### config.mk
export PLATFORM = sky130hd
export DESIGN_NAME = soup_io_ctrl
export DESIGN_NICKNAME = d
export VERILOG_FILES = /design/src/rtl/soup_io_pkg.sv /design/src/rtl/soup_debounce.sv /design/src/rtl/soup_io_ctrl.sv
export SDC_FILE = /design/constraint.sdc
export NUM_CORES = 1
export LEC_CHECK = 0
export CAP_MARGIN = 20
export CORE_ASPECT_RATIO = 1.5
export CORE_MARGIN = 3
export CORE_UTILIZATION = 28
export DETAILED_ROUTE_END_ITERATION = 10
export PLACE_DENSITY = 0.51
export SYNTH_ARGS = -nofsm -noshare
export SYNTH_HDL_FRONTEND = slang
export SYNTH_HIERARCHICAL = 1
export SYNTH_SLANG_ARGS = --single-unit
### constraint.sdc
create_clock -name wb_clk_i -period 5.3 [get_ports wb_clk_i]
set_input_delay 0.795 -clock wb_clk_i [delete_from_list [all_inputs] [get_ports wb_clk_i]]
set_output_delay 0.795 -clock wb_clk_i [all_outputs]
set_load 0.01 [all_outputs]
### src/rtl/soup_io_pkg.sv
// Shared constants for the SoupVenture pad-side I/O controller.
// Also provides the 7-segment hex glyphs that the game core uses to fill the frame.
package soup_io_pkg;

  localparam int N_IN_DEF     = 9;
  localparam int SEG_W_DEF    = 8;
  localparam int N_DIGITS_DEF = 8;
  localparam int DB_LIMIT_DEF = 50000;
  localparam int SCAN_DIV_DEF = 1000;

  localparam logic [7:0] SEG_BLANK = 8'h00;

  // Active-high segments, bit order {dp, g, f, e, d, c, b, a}.
  localparam logic [7:0] SEG_HEX [16] = '{
    8'h3F, 8'h06, 8'h5B, 8'h4F, 8'h66, 8'h6D, 8'h7D, 8'h07,
    8'h7F, 8'h6F, 8'h77, 8'h7C, 8'h39, 8'h5E, 8'h79, 8'h71
  };

  function automatic logic [7:0] seg_hex(input logic [3:0] nibble);
    return SEG_HEX[nibble];
  endfunction

endpackage

### src/rtl/soup_debounce.sv
// One button bit: 2-flop synchroniser, optional debouncer, rising-edge press pulse.
// The debouncer is built only when SOUP_IO_DEBOUNCE_EN is defined.
module soup_debounce
  import soup_io_pkg::*;
#(
  parameter int DB_LIMIT = DB_LIMIT_DEF
) (
  input  logic clk,
  input  logic rst,
  input  logic pad_i,
  output logic level_o,
  output logic press_o
);

  logic meta_q, sync_q, stable, stable_dly_q, press_q;

  // NOTE: clocked state always uses <=, so every flop samples pre-edge values.
  always_ff @(posedge clk or posedge rst) begin
    if (rst) begin
      meta_q <= 1'b0;
      sync_q <= 1'b0;
    end else begin
      meta_q <= pad_i;
      sync_q <= meta_q;
    end
  end

`ifdef SOUP_IO_DEBOUNCE_EN
  localparam int CNT_W = $clog2(DB_LIMIT);

  logic [CNT_W-1:0] cnt_q, cnt_d;
  logic             stable_q, stable_d;

  always_comb begin
    // NOTE: defaults first so every path assigns; a missed branch would infer a latch.
    cnt_d    = '0;
    stable_d = stable_q;
    if (sync_q != stable_q) begin
      if (cnt_q == CNT_W'(DB_LIMIT - 1)) stable_d = sync_q;
      else                               cnt_d    = cnt_q + 1'b1;
    end
  end

  always_ff @(posedge clk or posedge rst) begin
    if (rst) begin
      cnt_q    <= '0;
      stable_q <= 1'b0;
    end else begin
      cnt_q    <= cnt_d;
      stable_q <= stable_d;
    end
  end

  assign stable = stable_q;
`else
  assign stable = sync_q;
`endif

  always_ff @(posedge clk or posedge rst) begin
    if (rst) begin
      stable_dly_q <= 1'b0;
      press_q      <= 1'b0;
    end else begin
      stable_dly_q <= stable;
      press_q      <= stable & ~stable_dly_q;
    end
  end

  assign level_o = stable;
  assign press_o = press_q;

endmodule

### src/rtl/soup_io_ctrl.sv
// SoupVenture pad I/O controller: debounced buttons in, double-buffered multiplexed display out.
// Input debouncing is enabled by defining SOUP_IO_DEBOUNCE_EN; otherwise buttons are only synchronised.
module soup_io_ctrl
  import soup_io_pkg::*;
#(
  parameter int N_IN     = N_IN_DEF,
  parameter int SEG_W    = SEG_W_DEF,
  parameter int N_DIGITS = N_DIGITS_DEF,
  parameter int DB_LIMIT = DB_LIMIT_DEF,
  parameter int SCAN_DIV = SCAN_DIV_DEF
) (
  input  logic                        wb_clk_i,
  input  logic                        wb_rst_i,
  input  logic [N_IN-1:0]             io_in,
  output logic [SEG_W+N_DIGITS-1:0]   io_out,
  output logic [SEG_W+N_DIGITS-1:0]   io_oeb,
  output logic [N_IN-1:0]             btn_level_o,
  output logic [N_IN-1:0]             btn_press_o,
  input  logic                        wr_valid_i,
  output logic                        wr_ready_o,
  input  logic [$clog2(N_DIGITS)-1:0] wr_idx_i,
  input  logic [SEG_W-1:0]            wr_data_i,
  input  logic                        commit_i
);

  localparam int N_OUT = SEG_W + N_DIGITS;
  localparam int IDX_W = $clog2(N_DIGITS);
  localparam int PS_W  = $clog2(SCAN_DIV);
  localparam logic [IDX_W:0] N_DIGITS_L = (IDX_W + 1)'(N_DIGITS);

  for (genvar i = 0; i < N_IN; i++) begin : g_btn
    soup_debounce #(.DB_LIMIT(DB_LIMIT)) u_debounce (
      .clk    (wb_clk_i),
      .rst    (wb_rst_i),
      .pad_i  (io_in[i]),
      .level_o(btn_level_o[i]),
      .press_o(btn_press_o[i])
    );
  end

  logic [PS_W-1:0]  presc_q, presc_d;
  logic [IDX_W-1:0] ptr_q, ptr_d;
  logic [SEG_W-1:0] front_q [N_DIGITS];
  logic [SEG_W-1:0] front_d [N_DIGITS];
  logic [SEG_W-1:0] back_q  [N_DIGITS];
  logic [SEG_W-1:0] back_d  [N_DIGITS];
  logic             pending_q, pending_d;
  logic             ready_q, ready_d;
  logic [N_OUT-1:0] out_q, out_d, oeb_q;
  logic             tick, wrap;
  logic [N_DIGITS-1:0] sel_d;
  logic [SEG_W-1:0]    seg_d;

  assign tick = (presc_q == PS_W'(SCAN_DIV - 1));
  assign wrap = tick && (ptr_q == IDX_W'(N_DIGITS - 1));

  always_comb begin
    presc_d   = tick ? '0 : presc_q + 1'b1;
    ptr_d     = ptr_q;
    back_d    = back_q;
    front_d   = front_q;
    pending_d = pending_q;

    if (tick) ptr_d = wrap ? '0 : ptr_q + 1'b1;

    if (wr_valid_i && ready_q && ({1'b0, wr_idx_i} < N_DIGITS_L))
      back_d[wr_idx_i] = wr_data_i;

    if (commit_i && ready_q) pending_d = 1'b1;

    // Swap only at frame end so a displayed frame is never a mix of two commits.
    if (pending_q && wrap) begin
      front_d   = back_q;
      pending_d = 1'b0;
    end
    ready_d = ~pending_d;

    // Output is built from next-state values so the registered pads line up with the scan state.
    sel_d = N_DIGITS'(1) << ptr_d;
    seg_d = (presc_d == '0) ? SEG_W'(SEG_BLANK) : front_d[ptr_d];
    out_d = {sel_d, seg_d};
  end

  always_ff @(posedge wb_clk_i or posedge wb_rst_i) begin
    if (wb_rst_i) begin
      presc_q   <= '0;
      ptr_q     <= '0;
      // NOTE: the frame buffers are small register arrays, so they get a real reset to a blank frame.
      front_q   <= '{default: '0};
      back_q    <= '{default: '0};
      pending_q <= 1'b0;
      ready_q   <= 1'b1;
      out_q     <= '0;
      oeb_q     <= '1;
    end else begin
      presc_q   <= presc_d;
      ptr_q     <= ptr_d;
      front_q   <= front_d;
      back_q    <= back_d;
      pending_q <= pending_d;
      ready_q   <= ready_d;
      out_q     <= out_d;
      oeb_q     <= '0;
    end
  end

  assign io_out     = out_q;
  assign io_oeb     = oeb_q;
  assign wr_ready_o = ready_q;

endmodule

# --- After elaboration in Yosys (flattened, before gate mapping) ---
# Index checks and enable logic that the tools add are counted.
word_totals:
  regBits: 211
op_classes:
  n_addsub: 2
  magnitude_cmp: 3
  eq_ne: 2
  shifts: 1
  mux: 13
  n_bitwise: 21
  reduce_logical: 6
ops:
  columns: ["operator", "n"]
  rows:
  - ["64-bit bitwise mux", 1]
  - ["64-bit 2-to-1 mux", 1]
  - ["8-bit 2-to-1 mux", 4]
  - ["8-bit binary-select mux with 3-bit select", 1]
  - ["8-bit demux with 3-bit select", 1]
  - ["10-bit by 1-bit adder with 10-bit output, second input constant", 1]
  - ["10-bit equality test, second input constant", 1]
  - ["10-bit zero test", 1]
  - ["10-bit 2-to-1 mux", 1]
  - ["1-bit inverter", 10]
  - ["1-bit bitwise AND", 9]
  - ["4-bit >= comparator, second input constant", 2]
  - ["3-bit inverter with 4-bit output", 2]
  - ["1-bit by 3-bit left shift with 8-bit output, first input constant", 1]
  - ["3-bit 2-to-1 mux", 2]
  - ["1-bit logical AND", 5]
  - ["4-bit by 1-bit < comparator with 1-bit output, second input constant", 1]
  - ["3-bit by 1-bit adder with 3-bit output, second input constant", 1]
  - ["3-bit equality test, second input constant", 1]
  - ["1-bit 2-to-1 mux", 2]

# --- Depth between registers and ports, before layout ---
logic_depth:
  word_depth: 9
  mapped_depth: 10
  mapped_depth_nobuf: 8

# --- By module ---
# Netlist, hierarchy kept.
by_module_without_submodules:
  columns: ["module", "n_inst", "cells_per_inst", "area_each_um2"]
  rows:
  - ["soup_io_ctrl", 1, 480, 6832.8]
  - ["soup_debounce", 9, 6, 117.6]

# --- Least setup slack after synthesis ---
# No wires, ideal clock.
synth_timing:
  path_type: "flip-flop to flip-flop"
  from: "register ptr_q[1]"
  to: "register out_q[6], in the netlist io_out[6]"
  setup_ps: 135
  arrival_ps: 2150
  t_required_ps: 5165
  slack_ps: 3016
  stages_incl_launch_ff: 10
  n_path_buf: 2
  period_less_slack_ps: 2284
  cell_sequence: "dfrtp_1 -> ha_1 -> ha_1 -> nand2_1 -> nor4_4 -> buf_6 -> buf_12 -> mux2_2 -> a221oi_1 -> o22ai_1"
synth_lines:
  columns: ["element", "line", "text"]
  rows:
  - ["start, declared", "soup_io_ctrl.sv:42", "logic [IDX_W-1:0] ptr_q, ptr_d;"]
  - ["start signal, assigned", "soup_io_ctrl.sv:97", "ptr_q <= ptr_d;"]
  - ["end signal, assigned", "soup_io_ctrl.sv:102", "out_q <= out_d;"]
  - ["end, declared", "soup_io_ctrl.sv:49", "logic [N_OUT-1:0] out_q, out_d, oeb_q;"]

# --- Worst setup path in the final report ---
layout_timing:
  from: "register presc_q[0]"
  to: "register out_q[6], in the netlist io_out[6]"
layout_via:
  elab_chain_cells: 9
layout_lines:
  columns: ["element", "line", "text"]
  rows:
  - ["start, declared", "soup_io_ctrl.sv:41", "logic [PS_W-1:0] presc_q, presc_d;"]
  - ["start signal, assigned", "soup_io_ctrl.sv:96", "presc_q <= presc_d;"]
  - ["10-bit equality test", "soup_io_ctrl.sv:54", "assign tick = (presc_q == PS_W'(SCAN_DIV - 1));"]
  - ["1-bit logical AND", "soup_io_ctrl.sv:55", "assign wrap = tick && (ptr_q == IDX_W'(N_DIGITS - 1));"]
  - ["3-bit 2-to-1 mux (2 in series)", "soup_io_ctrl.sv:64", "if (tick) ptr_d = wrap ? '0 : ptr_q + 1'b1;"]
  - ["3-bit inverter with 4-bit output (not written as such)", "soup_io_ctrl.sv:80", "seg_d = (presc_d == '0) ? SEG_W'(SEG_BLANK) : front_d[ptr_d];"]
  - ["8-bit binary-select mux with 3-bit select", "soup_io_ctrl.sv:80", null]
  - ["8-bit 2-to-1 mux (not written as such) (2 in series)", "soup_io_ctrl.sv:80", null]
  - ["8-bit 2-to-1 mux (*)", "soup_io_ctrl.sv:80", null]
  - ["named net seg_d[6]", "soup_io_ctrl.sv:52", "logic [SEG_W-1:0] seg_d;"]
# Mark *: on every way through the listed nets, which the timed path passes. The rest lies on a longest branch. The select of a mux whose other input is x is not followed.
# A chain may end at the register's enable or synchronous reset.

==> summary.md <==
| Metric | Value |
|---|---|
| Hold Vio Cnt, Final | `0` |
| Clock Latency Late Sink | `0.43 ns` |
| DIE HEIGHT | `212 um` |
| Crit path top cell by count | `o22ai_1` |
| Pleak | `0.00432 uW` |
| H-tree levels | `4` |
| Final WL | `17.2 mm` |
| Ys flop type | `dfrtp_1` |
| Pwr/cell area | `333 nW/um^2` |
| Die ar. | `30300 um^2` |
| Global route overflow | `0` |
| Post-CTS sizing | `0` |
| Root Driver | `clkbuf_16` |
| Pin count of the biggest net entering global routing | `95` |
| Iteration-0 DRC Markers | `239` |
| Cell accounting for the most synthesized area | `dfrtp_1` |
| Top post-synthesis cells by count | `194 x dfrtp_1, 111 x mux2_2, 21 x nor2_1, 19 x inv_1, 18 x buf_4` |
| Outcome | `completed` |
| Critical Path End Type | `flop` |
| Design area | `9440 um^2` |
| Width of the die | `143 um` |
| CP Buf/Inv Count | `0` |
| Syn nets | `562` |
| N_diodes | `0` |
| Synth top area cells | `dfrtp_1 62%, mux2_2 16%, mux2_4 2.1%` |
| DR vias | `4489` |
| Postcts setup bufs | `0` |
| Routed vias/inst | `4.71` |
| Setup violators final | `0` |
| Synth cell types | `54` |
| Final worst path period share | `60.6%` |
| Placed standard-cell area | `8860 um^2` |
| Hold Buf Count CTS | `0` |
| Ys Warns | `6` |
| Core ar. | `27500 um^2` |
| WP data required | `5.58 ns` |
| I/O pins | `75` |
| Final Non-Filler Cells | `954` |
| HP Class | `flop to flop` |
| Fin crit period | `3.21 ns` |
| Fmax | `311 MHz` |
| Nets | `627` |
| Final GP Congestion | `0.787` |
| Critical Path Max Stage Delay | `0.81 ns` |
| Post-Synthesis Cells | `534` |
| DP Cell Count | `922` |
| Setup Skew | `0.00896 ns` |
| Slew headroom | `23.2%` |
| First-pass GRT wire length | `27.3 mm` |
| Worst vdd ir | `0.206 mV` |
| Post-synth EDFFs | `0` |
| Unrepaired setup endpoints after global routing | `no` |
| Num CTS Buffers | `17` |
| Worst EP arrival | `3.49 ns` |
| Total Neg Setup Slack | `0 ns` |
| DP Wirelength | `11.6 mm` |
| Max_cap viols | `0` |
| Slew of the pin with the lowest slew margin | `1.15 ns` |
| Clock sink total | `196` |
| Count of input and output buffers | `74` |
| Layout cells sized above 1 | `30.4%` |
| Syn-to-layout area delta | `19.6%` |
| Tot GR Track Use | `11.7%` |
| CP delay by family, top | `compound AO/OA/AOI/OAI gates` |
| Core Rows | `74` |
| Sequential fraction of the synthesis area | `62.2%` |
| Critical path class | `flop to flop` |
| Share of the synthesized area in the top cell type | `61.5%` |
| Vias in the first global route | `4861` |
| CTS tree | `yes` |
| CTS clock-pin slew for the worst setup and hold paths | `0.07 ns` |
| Synth async-reset ratio | `100%` |
| Synth Register Bits | `196` |
| Initial antenna violation count | `0` |
| Initial core utilization | `28.7%` |
| Worst-path cell chain | `ha_1, nand3_2, nor3_2, o31a_1, o22ai_1, a221oi_1, o22ai_1` |
| Final core utilization | `34.3%` |
| Routed wire per std cell | `18.0 um` |
| DRC Markers | `0` |
| Detail Route Antenna Nets | `0` |
| Syn Std Cell Area | `7890 um^2` |
| Final slew viol count | `0` |
| First drt pass iteration count | `4` |
| Synthesized area per cell | `14.8 um^2` |
| Type of origin of the critical path | `flop` |
| CP max FO | `18` |
| CTS max path bufs | `2` |
| Top-count cell post-synth | `dfrtp_1` |
| Slowest CP cell | `o31a_1` |
[metrics by stage]
step	setup slack, ns	hold slack (ns)	power (uW)
after floorplan	0.188	0.331	1830
after global placement	2.21	0.334	1900
after detailed placement	2.12	0.336	1920
after CTS	2.10	0.355	3190
after global routing	1.74	0.358	3280
final	2.09	0.352	3140
[where the power goes]
group          internal, uW  switching (uW)  leakage, uW
logic                   124            82.4      0.00145
clock network           678             580     0.000291
registers              1620            59.9      0.00258
[area by class of cell]
cell class	count	area (um^2)
repair buffers	82	801
inverters	20	80.1
clock buffers	18	439
multi-input cells	282	2650
fillers	2662	18100
clock inverters	14	141
well taps	342	428
flip-flops and latches	196	4910
[final timing paths]
check / start / to / slack [ns] / cells after the start
worst max-delay path: presc_q[0] / io_out[6] / 2.09 / 7
worst min-delay path: g_btn[0].u_debounce/meta_q / g_btn[0].u_debounce/level_o / 0.35 / 0
worst max register to register: presc_q[0] / io_out[6] / 2.09 / 7
worst min register to register: g_btn[0].u_debounce/meta_q / g_btn[0].u_debounce/level_o / 0.35 / 0
max in group asynchronous: wb_rst_i / wr_ready_o / 3.10 / 3
min in group asynchronous: wb_rst_i / g_btn[1].u_debounce/press_o / 0.92 / 2
[registers in the layout (all words and copies together), names as in the netlist]
| name | cells |
|---|---|
| back_q | 64 |
| front_q | 64 |
| io_out | 16 |
| presc_q | 10 |
| g_btn.u_debounce/level_o | 9 |
| g_btn.u_debounce/meta_q | 9 |
| g_btn.u_debounce/press_o | 9 |
| g_btn.u_debounce/stable_dly_q | 9 |
| ptr_q | 3 |
| io_oeb | 1 |
| pending_q | 1 |
| wr_ready_o | 1 |
[placed cells by master (no fill, tap or decap), types with 2 or more instances in the layout]
master and n:
o22ai_1 10, and3_1 3, ha_1 4, and2_1 2, xor2_1 4, inv_8 2
buf_4 8, clkinv_2 2, mux2_2 111, mux2_1 3, nor2b_1 4, nand3_1 6
o221ai_2 3, nor2_1 21, o31ai_1 2, inv_6 8, dfrtp_1 194, dfstp_2 2
mux2i_1 8, o22a_1 14, or3_1 4, nand2b_1 2, mux2_4 11, clkbuf_16 17
a221oi_1 2, o21ai_4 2, clkinv_4 2, a41oi_1 2, inv_1 18, o221ai_1 11
clkdlybuf4s50_1 74, a21oi_1 7, nor3_1 5, o21ai_0 4, nand2_1 9, nor2b_4 9
[kinds of logic (layout without fill, tap and decap cells)]
| family | after synthesis | after routing | share of synthesized area (%) |
|---|---|---|---|
| xor+xnor | 5 | 5 | 0.555 |
| fa+ha+maj | 4 | 4 | 0.634 |
| simple gates | 73 | 73 | 5.93 |
| flops | 196 | 196 | 62.2 |
| compound gates | 66 | 66 | 6.98 |
| other cells | 1 | 1 | 0.0475 |
| buf+inv | 56 | 134 | 4.30 |
| mux | 133 | 133 | 19.4 |
[metal layers]
layer / share of wire (%) / global-route usage (%) / up-vias
met1: 40 / 13.9 / 2341
met2: 54 / 21.1 / 124
met3: 3.9 / 2.78 / 16
met5: 0 / 0 / -
li1: - / - / 2008
met4: 1.3 / 3.35 / 0
Note: power is estimated with default switching activity, not from simulation.
